File: src/rtl/activation_tile_feeder.sv
`timescale 1ns/1ps
// activation_tile_feeder
// Buffers SA_SIZE-lane activation vectors in a FIFO and presents exactly one
// vector per cycle to the delay-skew stage. When no data is queued it drives
// zero bubbles. After the last vector of a tile it drives FLUSH_CYCLES zero
// vectors so the skewed data drains out of the array.
//
// Ports
//   clk, resetn      clock and synchronous active-low reset
//   in_valid/ready   producer handshake (ready = FIFO not full)
//   in_data/in_last  vector lanes and end-of-tile marker
//   outputs          registered vector to the skew stage (zero when not valid)
//   out_valid        outputs holds real data
//   tile_done        one-cycle pulse with the final flush vector
//   busy             FSM not idle
//   stat_tiles/stat_bubbles  only when FEEDER_STATS_EN is defined
//
// Optional feature macro: FEEDER_STATS_EN
module activation_tile_feeder #(
    parameter int unsigned SA_SIZE         = 8,
    parameter int unsigned ACTIVATION_SIZE = 32,
    parameter int unsigned DEPTH           = 16,
    parameter int unsigned FLUSH_CYCLES    = 2 * SA_SIZE - 1
) (
    input  logic                                           clk,
    input  logic                                           resetn,
    input  logic                                           in_valid,
    output logic                                           in_ready,
    input  logic [SA_SIZE-1:0][ACTIVATION_SIZE-1:0]        in_data,
    input  logic                                           in_last,
    output logic [SA_SIZE-1:0][ACTIVATION_SIZE-1:0]        outputs,
    output logic                                           out_valid,
    output logic                                           tile_done,
    output logic                                           busy
`ifdef FEEDER_STATS_EN
    ,
    output logic [31:0]                                    stat_tiles,
    output logic [31:0]                                    stat_bubbles
`endif
);

    localparam int unsigned PTR_W = $clog2(DEPTH);
    localparam int unsigned CNT_W = PTR_W + 1;
    localparam int unsigned FLS_W = $clog2(FLUSH_CYCLES + 1);

    typedef logic [SA_SIZE-1:0][ACTIVATION_SIZE-1:0] vec_t;

    typedef struct packed {
        logic last;
        vec_t data;
    } entry_t;

    typedef enum logic [1:0] {
        IDLE,
        STREAM,
        FLUSH
    } state_e;

    entry_t             mem_q [DEPTH];
    logic [PTR_W-1:0]   wr_ptr_q, rd_ptr_q;
    logic [CNT_W-1:0]   count_q, count_d;
    state_e             state_q, state_d;
    logic [FLS_W-1:0]   flush_cnt_q, flush_cnt_d;
    vec_t               outputs_d;
    logic               out_valid_d, tile_done_d;

    logic               empty_c, full_c, push_c, pop_c, bubble_c;
    entry_t             head_c;

    assign empty_c  = (count_q == '0);
    assign full_c   = (count_q == CNT_W'(DEPTH));
    assign in_ready = !full_c;
    assign push_c   = in_valid && !full_c;
    assign head_c   = mem_q[rd_ptr_q];
    assign busy     = (state_q != IDLE);

    // FIFO storage; contents need no reset since pointers/count are cleared
    always_ff @(posedge clk) begin
        if (push_c) begin
            mem_q[wr_ptr_q] <= '{last: in_last, data: in_data};
        end
    end

    // Next-state and registered-output decode
    always_comb begin
        state_d     = state_q;
        flush_cnt_d = flush_cnt_q;
        outputs_d   = '0;
        out_valid_d = 1'b0;
        tile_done_d = 1'b0;
        pop_c       = 1'b0;
        bubble_c    = 1'b0;

        case (state_q)
            IDLE, STREAM: begin
                if (!empty_c) begin
                    pop_c       = 1'b1;
                    outputs_d   = head_c.data;
                    out_valid_d = 1'b1;
                    if (head_c.last) begin
                        state_d     = FLUSH;
                        flush_cnt_d = FLS_W'(FLUSH_CYCLES);
                    end else begin
                        state_d = STREAM;
                    end
                end else if (state_q == STREAM) begin
                    // Starved mid-tile: zero bubble, keep streaming
                    bubble_c = 1'b1;
                end
            end
            FLUSH: begin
                flush_cnt_d = flush_cnt_q - FLS_W'(1);
                if (flush_cnt_q == FLS_W'(1)) begin
                    tile_done_d = 1'b1;
                    state_d     = IDLE;
                end
            end
            default: state_d = IDLE;
        endcase

        // Full blocks push, so push and pop never overflow the count
        count_d = count_q + CNT_W'(push_c) - CNT_W'(pop_c);
    end

    // State, pointers and output registers
    always_ff @(posedge clk) begin
        if (!resetn) begin
            state_q     <= IDLE;
            wr_ptr_q    <= '0;
            rd_ptr_q    <= '0;
            count_q     <= '0;
            flush_cnt_q <= '0;
            outputs     <= '0;
            out_valid   <= 1'b0;
            tile_done   <= 1'b0;
        end else begin
            state_q     <= state_d;
            count_q     <= count_d;
            flush_cnt_q <= flush_cnt_d;
            outputs     <= outputs_d;
            out_valid   <= out_valid_d;
            tile_done   <= tile_done_d;
            if (push_c) begin
                wr_ptr_q <= wr_ptr_q + PTR_W'(1);
            end
            if (pop_c) begin
                rd_ptr_q <= rd_ptr_q + PTR_W'(1);
            end
        end
    end

`ifdef FEEDER_STATS_EN
    // Free-running statistics, wrap at 2^32; tile count moves with tile_done
    always_ff @(posedge clk) begin
        if (!resetn) begin
            stat_tiles   <= '0;
            stat_bubbles <= '0;
        end else begin
            if (tile_done_d) begin
                stat_tiles <= stat_tiles + 32'(1);
            end
            if (bubble_c) begin
                stat_bubbles <= stat_bubbles + 32'(1);
            end
        end
    end
`endif

endmodule
File: config.mk
export PLATFORM = sky130hd
export DESIGN_NAME = activation_tile_feeder
export DESIGN_NICKNAME = d
export VERILOG_FILES = /design/src/rtl/activation_tile_feeder.sv
export SDC_FILE = /design/constraint.sdc
export NUM_CORES = 2
export LEC_CHECK = 0
export ABC_AREA = 0
export CORE_UTILIZATION = 25
export CTS_BUF_LIST = sky130_fd_sc_hd__clkbuf_8 sky130_fd_sc_hd__clkbuf_16
export DETAILED_ROUTE_END_ITERATION = 8
export GPL_TIMING_DRIVEN = 0
export HOLD_SLACK_MARGIN = 0.1
export PLACE_DENSITY_LB_ADDON = 0.2
export SLEW_MARGIN = 40
export SYNTH_ARGS = -nofsm -noshare
export SYNTH_HDL_FRONTEND = slang
export SYNTH_MEMORY_MAX_BITS = 65536
export SYNTH_SLANG_ARGS = --single-unit
File: constraint.sdc
create_clock -name clk -period 61.5 [get_ports clk]
set_input_delay 15.375 -clock clk [delete_from_list [all_inputs] [get_ports clk]]
set_output_delay 15.375 -clock clk [all_outputs]
set_load 0.05 [all_outputs]
Word level (Yosys, flattened, before mapping)
Memory sizes are Yosys's and may differ from the RTL's. A register that Yosys moved wholly into a read port is not among the register bits. Cells that the tools add are included.

Memories kept: 1. Bits in writable memories: 4112. Output and inout port bits: 260. Word-level logic and storage cells: 55. Bits in registers: 277.

Multiplexer cells: 14. Reductions and logical operators: 11. Add/subtract/negate cells: 5. Equal/unequal tests: 7. Bitwise logic cells: 2.

Memories: mem_q (words 16, bits a word 257, rd ports 1, clocked after memory_dff 1, write ports 1, RTL line 59) `entry_t mem_q [DEPTH];`.

Operators by type and width (count): $mux 4 (4); $add 4x1->4 const B (2); $pmux 4 s2 (1); $mux 2 (3); $ne 2x2->1 const B (3); $add 5x1->5 (1); $eq 5x5->1 const B (1); $logic_not 5->1 (1); $mux 1 (5); $sub 5x1->5 (1); $eq 4x1->1 const B (1); $pmux 2 s2 (1); $reduce_and 2->1 (2); $reduce_bool 2->1 (2); $sub 4x1->4 const B (1); $reduce_and 3->1 (1); $reduce_or 3->1 (1); $eq 2x1->1 const B (1); $eq 2x2->1 const B (1); $logic_not 2->1 (1); $not 1->1 (2); $reduce_or 2->1 (1); $logic_and 1x1->1 (1); $logic_not 1->1 (1).

Longest topological paths before layout
Depth in word-level cells: 5. Depth in mapped cells: 12.

Worst setup path before layout
Ideal clock, no wire load.

Path kind: input -> register. From: input in_valid. To: memory mem_q[0][0] in the netlist's numbering (enable). Buffers on the path: 1. Slack: 27.240 ns. Arrival: 33.070 ns. Cell stages on the path: 4. Cell sequence: and2_0 > clkbuf_1 > nand2_1 > nor3_1.

Cells in the longest elaborated chain, start to end: 3.

Ends and longest elaborated chain: from (decl) (RTL line 27) `input logic in_valid,`; $logic_and 1x1->1 (RTL line 73) `assign push_c = in_valid && !full_c;`; $mux 1 (RTL line 79) `if (push_c) begin`; $mux 1 (not written as such) (RTL line 80) `mem_q[wr_ptr_q] <= '{last: in_last, data: in_data};`; to (decl) (RTL line 59).

Every way passes these cells.

Final worst setup path
From: input in_valid. To: memory mem_q[0][232] in the netlist's numbering (enable).

Same word-level chain as after synthesis.

==> flow_summary.ini <==
[run_status]
status = completed

[floorplan]
io_pins = 520
die_w_microns = 807
dieHeight_microns = 807
start_util_pct = 25.1
core_sq_um = 646000
num_rows = 295
die-area_sq_um = 651000

[layout]
fin_area_sq_um = 206000
final_cell_count_no_fill = 17200
drive_gt1_share_pct = 35.1
nets = 8377
syn_to_final_growth_pct = 27.0

[detailed_routing]
drt_iter0_markers = 7016
wl_microns = 506000
dr.pass1.iters = 5
drc = 0
vias_per_cell = 4.47
ant_nets = 0
routedWlPerCell_microns = 29.5
via_count = 76800

[setup_path]
crit_path_frequent_cell = buf_4
r2r-end = mem_q[0][232]
ff2ff_path_depth = 20
cp.required_ns = 62.24
path_cells = clkdlybuf4s50_1 > and2_0 > clkbuf_1 > nand2_1 > nor3_2 > buf_2 > buf_2 > buf_4 > buf_4 > buf_4 > buf_4 > buf_4 > buf_4 > buf_4 > buf_4 > buf_2 > buf_2 > buf_4
path_buf_inv = 15
worstSetupPathDepth = 18
cp_top_family = buffers and inverters
end_kind = flop
worst_r2r_startpoint = count_q[2]
cpPeakStageDelay_ns = 0.73
cp_max_fo = 6
cp-start-kind = primary input
cp.arrival_ns = 19.74
cpMaxStageDelayCell = clkdlybuf4s50_1
setup.worst_path.class = primary input to flop
r2r_slack_ns = 56.75

[placement]
gp_congestion = 0.693
place_area_sq_um = 189000
dpl.cell_count = 16200
place_ws_ns = 41.44
hpwl_microns = 352000
numPortBuffers = 518

[yosys]
yosys-top-cells-area = edfxtp_1 76%, mux4_2 18%, dfxtp_1 3.5%
async_flop_share_pct = 0
synth_ff_type = edfxtp_1
avgSynthCellArea_sq_um = 25.3
postSynthCellCount = 6403
yosysWarnings = 0
synth.cell_area_sq_um = 162000
yosysMostFrequentCell = edfxtp_1
synth_cell_types = 38
synth_top_area_share_pct = 76.2
yosys-top-cells-count = 4112 x edfxtp_1, 1284 x mux4_2, 281 x dfxtp_1, 259 x and3_1, 203 x clkbuf_1
synth_nets = 6676
synth_enable_flop_cells = 4112
ys_seq_area_share_pct = 79.7
ys_ff_latch = 4393
yosysTopAreaCell = edfxtp_1

[clock_network]
cts_buffer_depth = 4
postCtsSetupRepairBufs = 0
ctsHoldBuffers = 0
post_cts_resized = 0
clk_latency_ns = 1.07
cts.sinks = 4393
tritoncts = yes
clk_pin_slew_ns = 0.06
cts-root-buf = clkbuf_16
cts_buffers = 518
h-tree-depth = 6

[sta]
min_period_ns = 19.00
fin_setup_tns_ns = 0
rsz0062_at_grt = false
slew_headroom_pct = 41.3
finalSetupViolCount = 0
worst_pin_slew_ns = 0.881
fmax_ghz = 0.0526
hold_ws_ns = 0.554
layout_setup_ws_ns = 42.50
fin_crit_sh_pct = 30.9
final-hold-violation-count = 0
skew_ns = 0.0668
slew_viol_final = 0

[grt]
grt_max_degree = 17
grt.overflow.total = 0
grt_pass1_wl_microns = 689000
grt_use_total_pct = 15.2
antenna_found_initial = 143
first_global_vias = 81400

[pwr]
seqPwrFrac_pct = 41.5
leakage_nw = 65.4
power.switching_mw = 2.46
peakVddDrop_mv = 0.0281
combPwrFrac_pct = 22.5
intPower_mw = 5.96
swShare_pct = 29.2
power.density_nw_per_um2 = 40.9
clockPowerShare_pct = 35.9

[hold_path]
min-delay-path-class = flop to flop
min-delay-start = wr_ptr_q[1]
holdPathStages = 2
holdPathEnd = wr_ptr_q[1]

[flow_run]
drv_cap = 0
[placed cells by master (no fill, tap or decap), types with 67 or more instances in the layout]
master           instances
edfxtp_1              4112
mux4_2                1284
clkbuf_16              520
clkdlybuf4s50_1        516
dfxtp_1                281
and3_1                 259
buf_4                  202
buf_16                 200
buf_2                  194
buf_8                  163
inv_1                  152
clkbuf_2               124
clkinv_1                68
clkinv_2                67
[stage by stage]
stage	power, mW	utilization [%]
3_5_place_dp	5.53	29.2
4_1_cts	8.59	31.9
5_1_grt	8.75	31.9
6_report	8.43	31.9
3_3_place_gp	5.62	27.6
2_1_floorplan	4.75	-
[power groups by stage]
stage | Clock (mW) | Combinational (mW) | Sequential [mW]
floorplan | 0 | 0.931 | 3.82
global placement | 0 | 1.90 | 3.72
detailed placement | 0 | 1.96 | 3.57
CTS | 3.12 | 1.97 | 3.51
global route | 3.22 | 2.02 | 3.51
finish | 3.03 | 1.90 | 3.50
[registers in the layout (all words and copies together) (netlist names), 2 cells and up, named ones only]
register	count
flush_cnt_q	4
state_q	2
count_q	5
outputs	256
rd_ptr_q	4
wr_ptr_q	4
mem_q	4112
[layout make-up]
cell class	instances	area (sq um)
timing repair buffer	1181	15400
buffer	349	1910
tap	8613	10800
antenna	42	105
inverter	9	33.8
fill	60900	440000
multi-input combinational	1652	31400
clock buffer	546	13400
clock inverter	397	3690
sequential	4393	129000
[metal layers]
layer | share of wire [%] | wire length, microns | GRT usage (%) | vias to the layer above
met5 | 0.066 | 334 | 0 | -
met4 | 2.5 | 12500 | 3.94 | 54
met3 | 5.8 | 29100 | 3.04 | 749
met2 | 49 | 249000 | 25.6 | 2375
met1 | 42 | 215000 | 20.2 | 42300
li1 | - | - | - | 31300
[logic make-up (layout without fill, tap and decap cells)]
logic type / after synthesis / count (layout) / share of synthesized area, %
mux: 1287 / 1287 / 17.9
compound gates: 16 / 16 / 0.0664
simple gates: 324 / 324 / 1.21
buf+inv: 358 / 2482 / 1.03
fa+ha+maj: 13 / 13 / 0.105
xor+xnor: 12 / 12 / 0.0649
flops: 4393 / 4393 / 79.7
other cells: 0 / 42 / 0
[worst max-delay path by stage]
stage	slack (ns)	start	endpoint
global placement	-6.46	in_valid	mem_q[1][234]
finish	42.50	in_valid	mem_q[0][232]
floorplan	27.24	in_valid	mem_q[0][0]
CTS	42.61	in_valid	mem_q[0][232]
global route	42.45	in_valid	mem_q[0][232]
detailed placement	41.44	in_valid	mem_q[0][234]
[tightest hold or removal path, stage by stage, from the launching register on]
cell and delay, ns:
dfxtp_1 0.35, nand2_1 0.07, a21boi_0 0.08
Power figures use the tool's default switching activity.
